--- src/rtl/period_meter_pkg.sv ---
// Shared types and constants for the period meter.
package period_meter_pkg;

    typedef enum logic [1:0] {
        IDLE    = 2'd0,
        ARM     = 2'd1,
        MEASURE = 2'd2,
        TIMEOUT = 2'd3
    } state_t;

    // A divider with scale S produces a period of S + SCALE_OFFSET cycles.
    localparam int SCALE_OFFSET = 2;

    // Flops between the asynchronous input and the edge register.
    localparam int SYNC_STAGES  = 2;

endpackage

--- src/rtl/period_meter_sync_edge.sv ---
// Synchronizes an asynchronous input and emits registered one-cycle rise/fall strobes.
module sync_edge
    import period_meter_pkg::*;
(
    input  logic clk_i,
    input  logic rst_ni,
    input  logic d_i,
    output logic rise_o,
    output logic fall_o
);

    logic [SYNC_STAGES-1:0] sync_q;
    logic                   prev_q;
    logic                   rise_q;
    logic                   fall_q;
    logic                   sync_bit;

    assign sync_bit = sync_q[SYNC_STAGES-1];

    // Synchronizer chain, previous-value flop and registered edge strobes.
    // NOTE: every flop uses <= so all stages sample the pre-edge values; blocking
    // assignments here would collapse the chain into a single stage.
    always_ff @(posedge clk_i or negedge rst_ni) begin
        if (!rst_ni) begin
            sync_q <= '0;
            prev_q <= 1'b0;
            rise_q <= 1'b0;
            fall_q <= 1'b0;
        end else begin
            sync_q <= {sync_q[SYNC_STAGES-2:0], d_i};
            prev_q <= sync_bit;
            rise_q <= sync_bit & ~prev_q;
            fall_q <= ~sync_bit & prev_q;
        end
    end

    assign rise_o = rise_q;
    assign fall_o = fall_q;

endmodule

--- src/rtl/period_meter.sv ---
// Measures period and high time of a slow square wave in clk_i cycles and
// reconstructs the divider scale word that would produce that period.
module period_meter
    import period_meter_pkg::*;
#(
    parameter int CNT_WD = 16
) (
    input  logic              clk_i,
    input  logic              rst_ni,
    input  logic              sig_i,
    input  logic              en_i,
    output logic [CNT_WD-1:0] period_o,
    output logic [CNT_WD-1:0] high_o,
    output logic [CNT_WD-1:0] scale_o,
    output logic              valid_o,
    output logic              timeout_o
);

    localparam logic [CNT_WD-1:0] CNT_MAX = {CNT_WD{1'b1}};
    localparam logic [CNT_WD-1:0] OFFSET  = CNT_WD'(SCALE_OFFSET);

    state_t            state_q, state_d;
    logic              rise, fall;
    logic [CNT_WD-1:0] cnt_q, hi_q;
    logic [CNT_WD-1:0] period_q, high_q, scale_q;
    logic              valid_q;
    logic [CNT_WD-1:0] cnt_inc_val;
    logic              cnt_clr, cnt_inc, hi_upd, meas_upd;

    sync_edge u_sync_edge (
        .clk_i  (clk_i),
        .rst_ni (rst_ni),
        .d_i    (sig_i),
        .rise_o (rise),
        .fall_o (fall)
    );

    // The timeout at all-ones guarantees this never wraps in normal use.
    assign cnt_inc_val = cnt_q + CNT_WD'(1);

    // State register.
    always_ff @(posedge clk_i or negedge rst_ni) begin
        if (!rst_ni) state_q <= IDLE;
        else         state_q <= state_d;
    end

    // Next-state and counter/output control; a disable overrides every state.
    // NOTE: every signal assigned here gets a default first so no path leaves
    // one unassigned, which would otherwise infer a latch.
    always_comb begin
        state_d  = state_q;
        cnt_clr  = 1'b0;
        cnt_inc  = 1'b0;
        hi_upd   = 1'b0;
        meas_upd = 1'b0;
        if (!en_i) begin
            state_d = IDLE;
            cnt_clr = 1'b1;
        end else begin
            unique case (state_q)
                IDLE: begin
                    state_d = ARM;
                    cnt_clr = 1'b1;
                end
                ARM: begin
                    if (rise) begin
                        cnt_clr = 1'b1;
                        state_d = MEASURE;
                    end
                end
                MEASURE: begin
                    if (rise) begin
                        meas_upd = 1'b1;
                        cnt_clr  = 1'b1;
                    end else begin
                        hi_upd = fall;
                        if (cnt_q == CNT_MAX) state_d = TIMEOUT;
                        else                  cnt_inc = 1'b1;
                    end
                end
                TIMEOUT: begin
                    if (rise) begin
                        cnt_clr = 1'b1;
                        state_d = MEASURE;
                    end
                end
                default: state_d = IDLE;
            endcase
        end
    end

    // Cycle counter and high-time capture.
    always_ff @(posedge clk_i or negedge rst_ni) begin
        if (!rst_ni) begin
            cnt_q <= '0;
            hi_q  <= '0;
        end else begin
            if (cnt_clr)      cnt_q <= '0;
            else if (cnt_inc) cnt_q <= cnt_inc_val;
            if (hi_upd)       hi_q  <= cnt_inc_val;
        end
    end

    // Measurement output registers; they hold between completed periods.
    always_ff @(posedge clk_i or negedge rst_ni) begin
        if (!rst_ni) begin
            period_q <= '0;
            high_q   <= '0;
            scale_q  <= '0;
            valid_q  <= 1'b0;
        end else begin
            valid_q <= meas_upd;
            if (meas_upd) begin
                period_q <= cnt_inc_val;
                high_q   <= hi_q;
                scale_q  <= (cnt_inc_val >= OFFSET) ? cnt_inc_val - OFFSET : '0;
            end
        end
    end

    assign period_o  = period_q;
    assign high_o    = high_q;
    assign scale_o   = scale_q;
    assign valid_o   = valid_q;
    assign timeout_o = (state_q == TIMEOUT);

endmodule
--- config.mk ---
export PLATFORM = sky130hd
export DESIGN_NAME = period_meter
export DESIGN_NICKNAME = d
export VERILOG_FILES = /design/src/rtl/period_meter_pkg.sv /design/src/rtl/period_meter_sync_edge.sv /design/src/rtl/period_meter.sv
export SDC_FILE = /design/constraint.sdc
export NUM_CORES = 1
export LEC_CHECK = 0
export CORE_MARGIN = 4
export CORE_UTILIZATION = 40
export CTS_CLUSTER_SIZE = 30
export DETAILED_ROUTE_END_ITERATION = 8
export GPL_ROUTABILITY_DRIVEN = 0
export GPL_TIMING_DRIVEN = 0
export PLACE_DENSITY = 0.57
export SYNTH_ARGS = -nofsm -noshare
export SYNTH_HDL_FRONTEND = slang
export SYNTH_SLANG_ARGS = --single-unit
--- constraint.sdc ---
create_clock -name clk_i -period 2.9 [get_ports clk_i]
set_input_delay 0.58 -clock clk_i [delete_from_list [all_inputs] [get_ports clk_i]]
set_output_delay 0.58 -clock clk_i [all_outputs]
set_load 0.03 [all_outputs]
==> flow_metrics.env <==
export IMPL_arrival_ps=2950
export IMPL_totalPowerFinal_mw=2.66
export IMPL_syn_inst=451
export IMPL_rrSetupSlack_ps=180
export IMPL_layout_drive_gt1_share_pct=12.1
export IMPL_worst_slew_margin_rel_pct=45.1
export IMPL_first_global_vias=3306
export IMPL_yosysUniqueCellTypes=55
export IMPL_insertion_delay_ps=370
export IMPL_crit_fanout=10
export IMPL_synth_main_ff_cell="dfrtp_1"
export IMPL_whs_ps=152
export IMPL_internal_power_mw=1.94
export IMPL_cts_root_buf="clkbuf_8"
export IMPL_seq_area_frac_synth_pct=50.3
export IMPL_cap_violations=0
export IMPL_met3_usage_pct=4.53
export IMPL_combPwrFrac_pct=13.8
export IMPL_cts_buffers=9
export IMPL_grt_setup_unrepaired="true"
export IMPL_worst_pin_slew_ps=817
export IMPL_finClkSkew_ps=15.2
export IMPL_portBuffers=53
export IMPL_p_sw_share_pct=26.9
export IMPL_min_period_over_period_pct=93.7
export IMPL_fin_util_pct=51.0
export IMPL_critPathMaxStageDelay_ps=500
export IMPL_cts_max_level=3
export IMPL_fin_setup_tns_ps=0
export IMPL_use_met1_pct=24.7
export IMPL_ctsHoldBuffers=0
export IMPL_viasPerCell=5.01
export IMPL_grt_busiest_layer="met2"
export IMPL_hp_class="input pin to async pin"
export IMPL_synth_common_cells="101 x nand2_1, 88 x dfrtp_1, 42 x nor2_1, 26 x o21ai_0, 22 x xnor2_1"
export IMPL_rows=37
export IMPL_finalHoldViolCount=0
export IMPL_drt_iter0_drc=143
export IMPL_clk_pin_slew_ps=90
export IMPL_seqPwrFrac_pct=50.3
export IMPL_overflow=0
export IMPL_first_pass_iters=4
export IMPL_die_area_um2=12700
export IMPL_outcome="finished, final reports clean"
export IMPL_antenna_found_initial=0
export IMPL_pwr_share_clk_pct=35.9
export IMPL_p_leak_nw=2.33
export IMPL_clockBufferDepth=2
export IMPL_synth_top_area_share_pct=50.3
export IMPL_yosys_cell_count_top_type="nand2_1"
export IMPL_syn2layout_area_growth_pct=22.4
export IMPL_max_freq_ghz=0.368
export IMPL_p_per_area_nw_per_um2=496
export IMPL_nFillCells=1020
export IMPL_dp_hpwl_mm=7.78
export IMPL_layout_nets=523
export IMPL_synth_fp_nets=458
export IMPL_ir_drop_mv=0.262
export IMPL_grt_max_degree=58
export IMPL_cts_tree="yes"
export IMPL_p_switching_mw=0.714
export IMPL_worstRegToRegCells=10
export IMPL_required_ps=3130
export IMPL_critical_path_endpoint_type="flip-flop"
export IMPL_synth_top_area_cell="dfrtp_1"
export IMPL_grt_pass1_wl_mm=17.8
export IMPL_place_ws_ps=-72.4
export IMPL_vias=3282
export IMPL_clock_sinks=88
export IMPL_start_kind="flip-flop"
export IMPL_finalMaxSlewViolations=0
export IMPL_grt_usage_pct=17.7
export IMPL_r2r_end="scale_o[11]$_DFFE_PN0P_"
export IMPL_r2r_start="cnt_q[1]$_DFFE_PN0P_"
export IMPL_min_period_ps=2720
export IMPL_setup_viol_count_final=0
export IMPL_synthTopCellsByArea="dfrtp_1 50%, nand2_1 8.7%, xnor2_1 4.4%, xor2_1 3.8%, nor2_1 3.6%"
export IMPL_drc=0
export IMPL_crit_type="flip-flop to flip-flop"
export IMPL_synth_seq_cells=88
export IMPL_cp_cell_sequence="buf_2 > inv_1 > ha_2 > or4b_4 > o31ai_4 > o21ai_4 > nor4_4 > nor2b_4 > buf_8 > o31ai_2"
export IMPL_diodes=0
export IMPL_die_w_um=113
export IMPL_worst_slack_ps=182
export IMPL_yosys_warnings=0
export IMPL_die_y_um=113
export IMPL_avgSynthCellArea_um2=9.71
export IMPL_start_util_pct=41.7
export IMPL_drt_total_wl_mm=10.7
export IMPL_antenna_left=0
export IMPL_synth_edff_count=0
export IMPL_core_um2=10500
export IMPL_met2_usage_pct=28.2
export IMPL_async_reset_ff_share_pct=100
export IMPL_pin_count=54
export IMPL_routedWlPerCell_um=16.4
export IMPL_slowest_stage="or4b_4"
export IMPL_postCtsSetupBuffers=0
export IMPL_syn_area_um2=4380
[power groups by stage]
stage	clock [mW]	combinational (mW)	sequential, mW
5_1_grt	1.03	0.393	1.35
4_1_cts	0.985	0.372	1.34
3_5_place_dp	0	0.371	1.36
2_1_floorplan	0	0.0826	1.47
3_3_place_gp	0	0.364	1.36
6_report	0.954	0.366	1.34
[critical path, delay by kind of cell, from the launching register on]
kind / cells / cell delay [ps]
flip-flops: 1 / 360
buffers and inverters: 3 / 420
AO/OA/AOI/OAI: 3 / 310
adder cells (fa/ha/maj): 1 / 420
AND/OR/NAND/NOR: 3 / 1070
[flip-flops by register name, summed over array words and instances, names as in the netlist]
| register | flops |
|---|---|
| hi_q | 16 |
| period_o | 16 |
| u_sync_edge.rise_o | 1 |
| u_sync_edge.fall_o | 1 |
| state_q | 2 |
| high_o | 16 |
| valid_o | 1 |
| u_sync_edge.prev_q | 1 |
| u_sync_edge.sync_q | 2 |
| cnt_q | 16 |
| scale_o | 16 |
[layout by cell type, fill, tap and decap left out, types with 3 or more instances in the layout]
cell,instances
nor2b_1,5
a211oi_1,6
nor3_1,7
buf_2,8
xor2_1,18
clkdlybuf4s50_1,52
nand4_1,3
xnor2_1,21
clkbuf_8,10
a31o_2,3
buf_4,6
dfrtp_1,88
nor2_1,42
nand2_1,101
and2_1,6
inv_1,4
a31oi_1,5
o31ai_2,9
and3_1,4
clkbuf_1,15
a21oi_1,16
nand3_1,11
and4_1,3
nor4_4,3
o21ai_0,26
[cell type report]
| cell class | instances | area (um2) | area share, % |
|---|---|---|---|
| sequential | 88 | 2200 | 41.1 |
| multi-input combinational | 326 | 2020 | 37.7 |
| timing repair buffer | 54 | 556 | 10.4 |
| buffer | 32 | 175 | 3.27 |
| tap | 136 | 170 | 3.17 |
| clock buffer | 10 | 138 | 2.57 |
| clock inverter | 4 | 78.8 | 1.47 |
| inverter | 5 | 18.8 | 0.350 |
[through the flow]
stage,std cells,area [um2]
after global routing,655,5360
after floorplan,451,4380
after global placement,640,5080
after CTS,655,5330
after detailed placement,641,5100
final,655,5360
[kinds of logic (layout without fill, tap and decap cells)]
family / count (synthesis) / count (layout) / share of synthesized area [%]
AOI/OAI and AO/OA: 84 / 84 / 13.9
xor gates and xnor gates: 41 / 41 / 8.20
adders and majority gates: 3 / 3 / 0.857
buffers and inverters: 37 / 105 / 4.43
DFF: 88 / 88 / 50.3
muxes: 1 / 1 / 0.229
and+or+nand+nor: 197 / 197 / 22.0
[timing repair]
action                     in CTS  in global routing
pin swaps                       0                  1
resized for setup               1                  4
setup endpoints to repair      10                 15
[per-layer routing]
layer | vias to the layer above | part of all wire (%)
li1 | 1653 | -
met3 | 9 | 4.2
met2 | 61 | 46
met4 | 0 | 0.96
met5 | - | 0
met1 | 1559 | 49
[worst max path at each step]
stage / from / endpoint / depth (start not counted)
final: cnt_q[1]$_DFFE_PN0P_ / scale_o[11]$_DFFE_PN0P_ / 10
after CTS: cnt_q[1]$_DFFE_PN0P_ / scale_o[11]$_DFFE_PN0P_ / 10
after global placement: rst_ni / u_sync_edge.sync_q[0]$_DFF_PN0_ / 1
after global routing: cnt_q[1]$_DFFE_PN0P_ / scale_o[11]$_DFFE_PN0P_ / 10
after detailed placement: cnt_q[0]$_DFFE_PN0P_ / scale_o[11]$_DFFE_PN0P_ / 9
after floorplan: cnt_q[1]$_DFFE_PN0P_ / scale_o[11]$_DFFE_PN0P_ / 10
(Power assumes the default switching activity.)
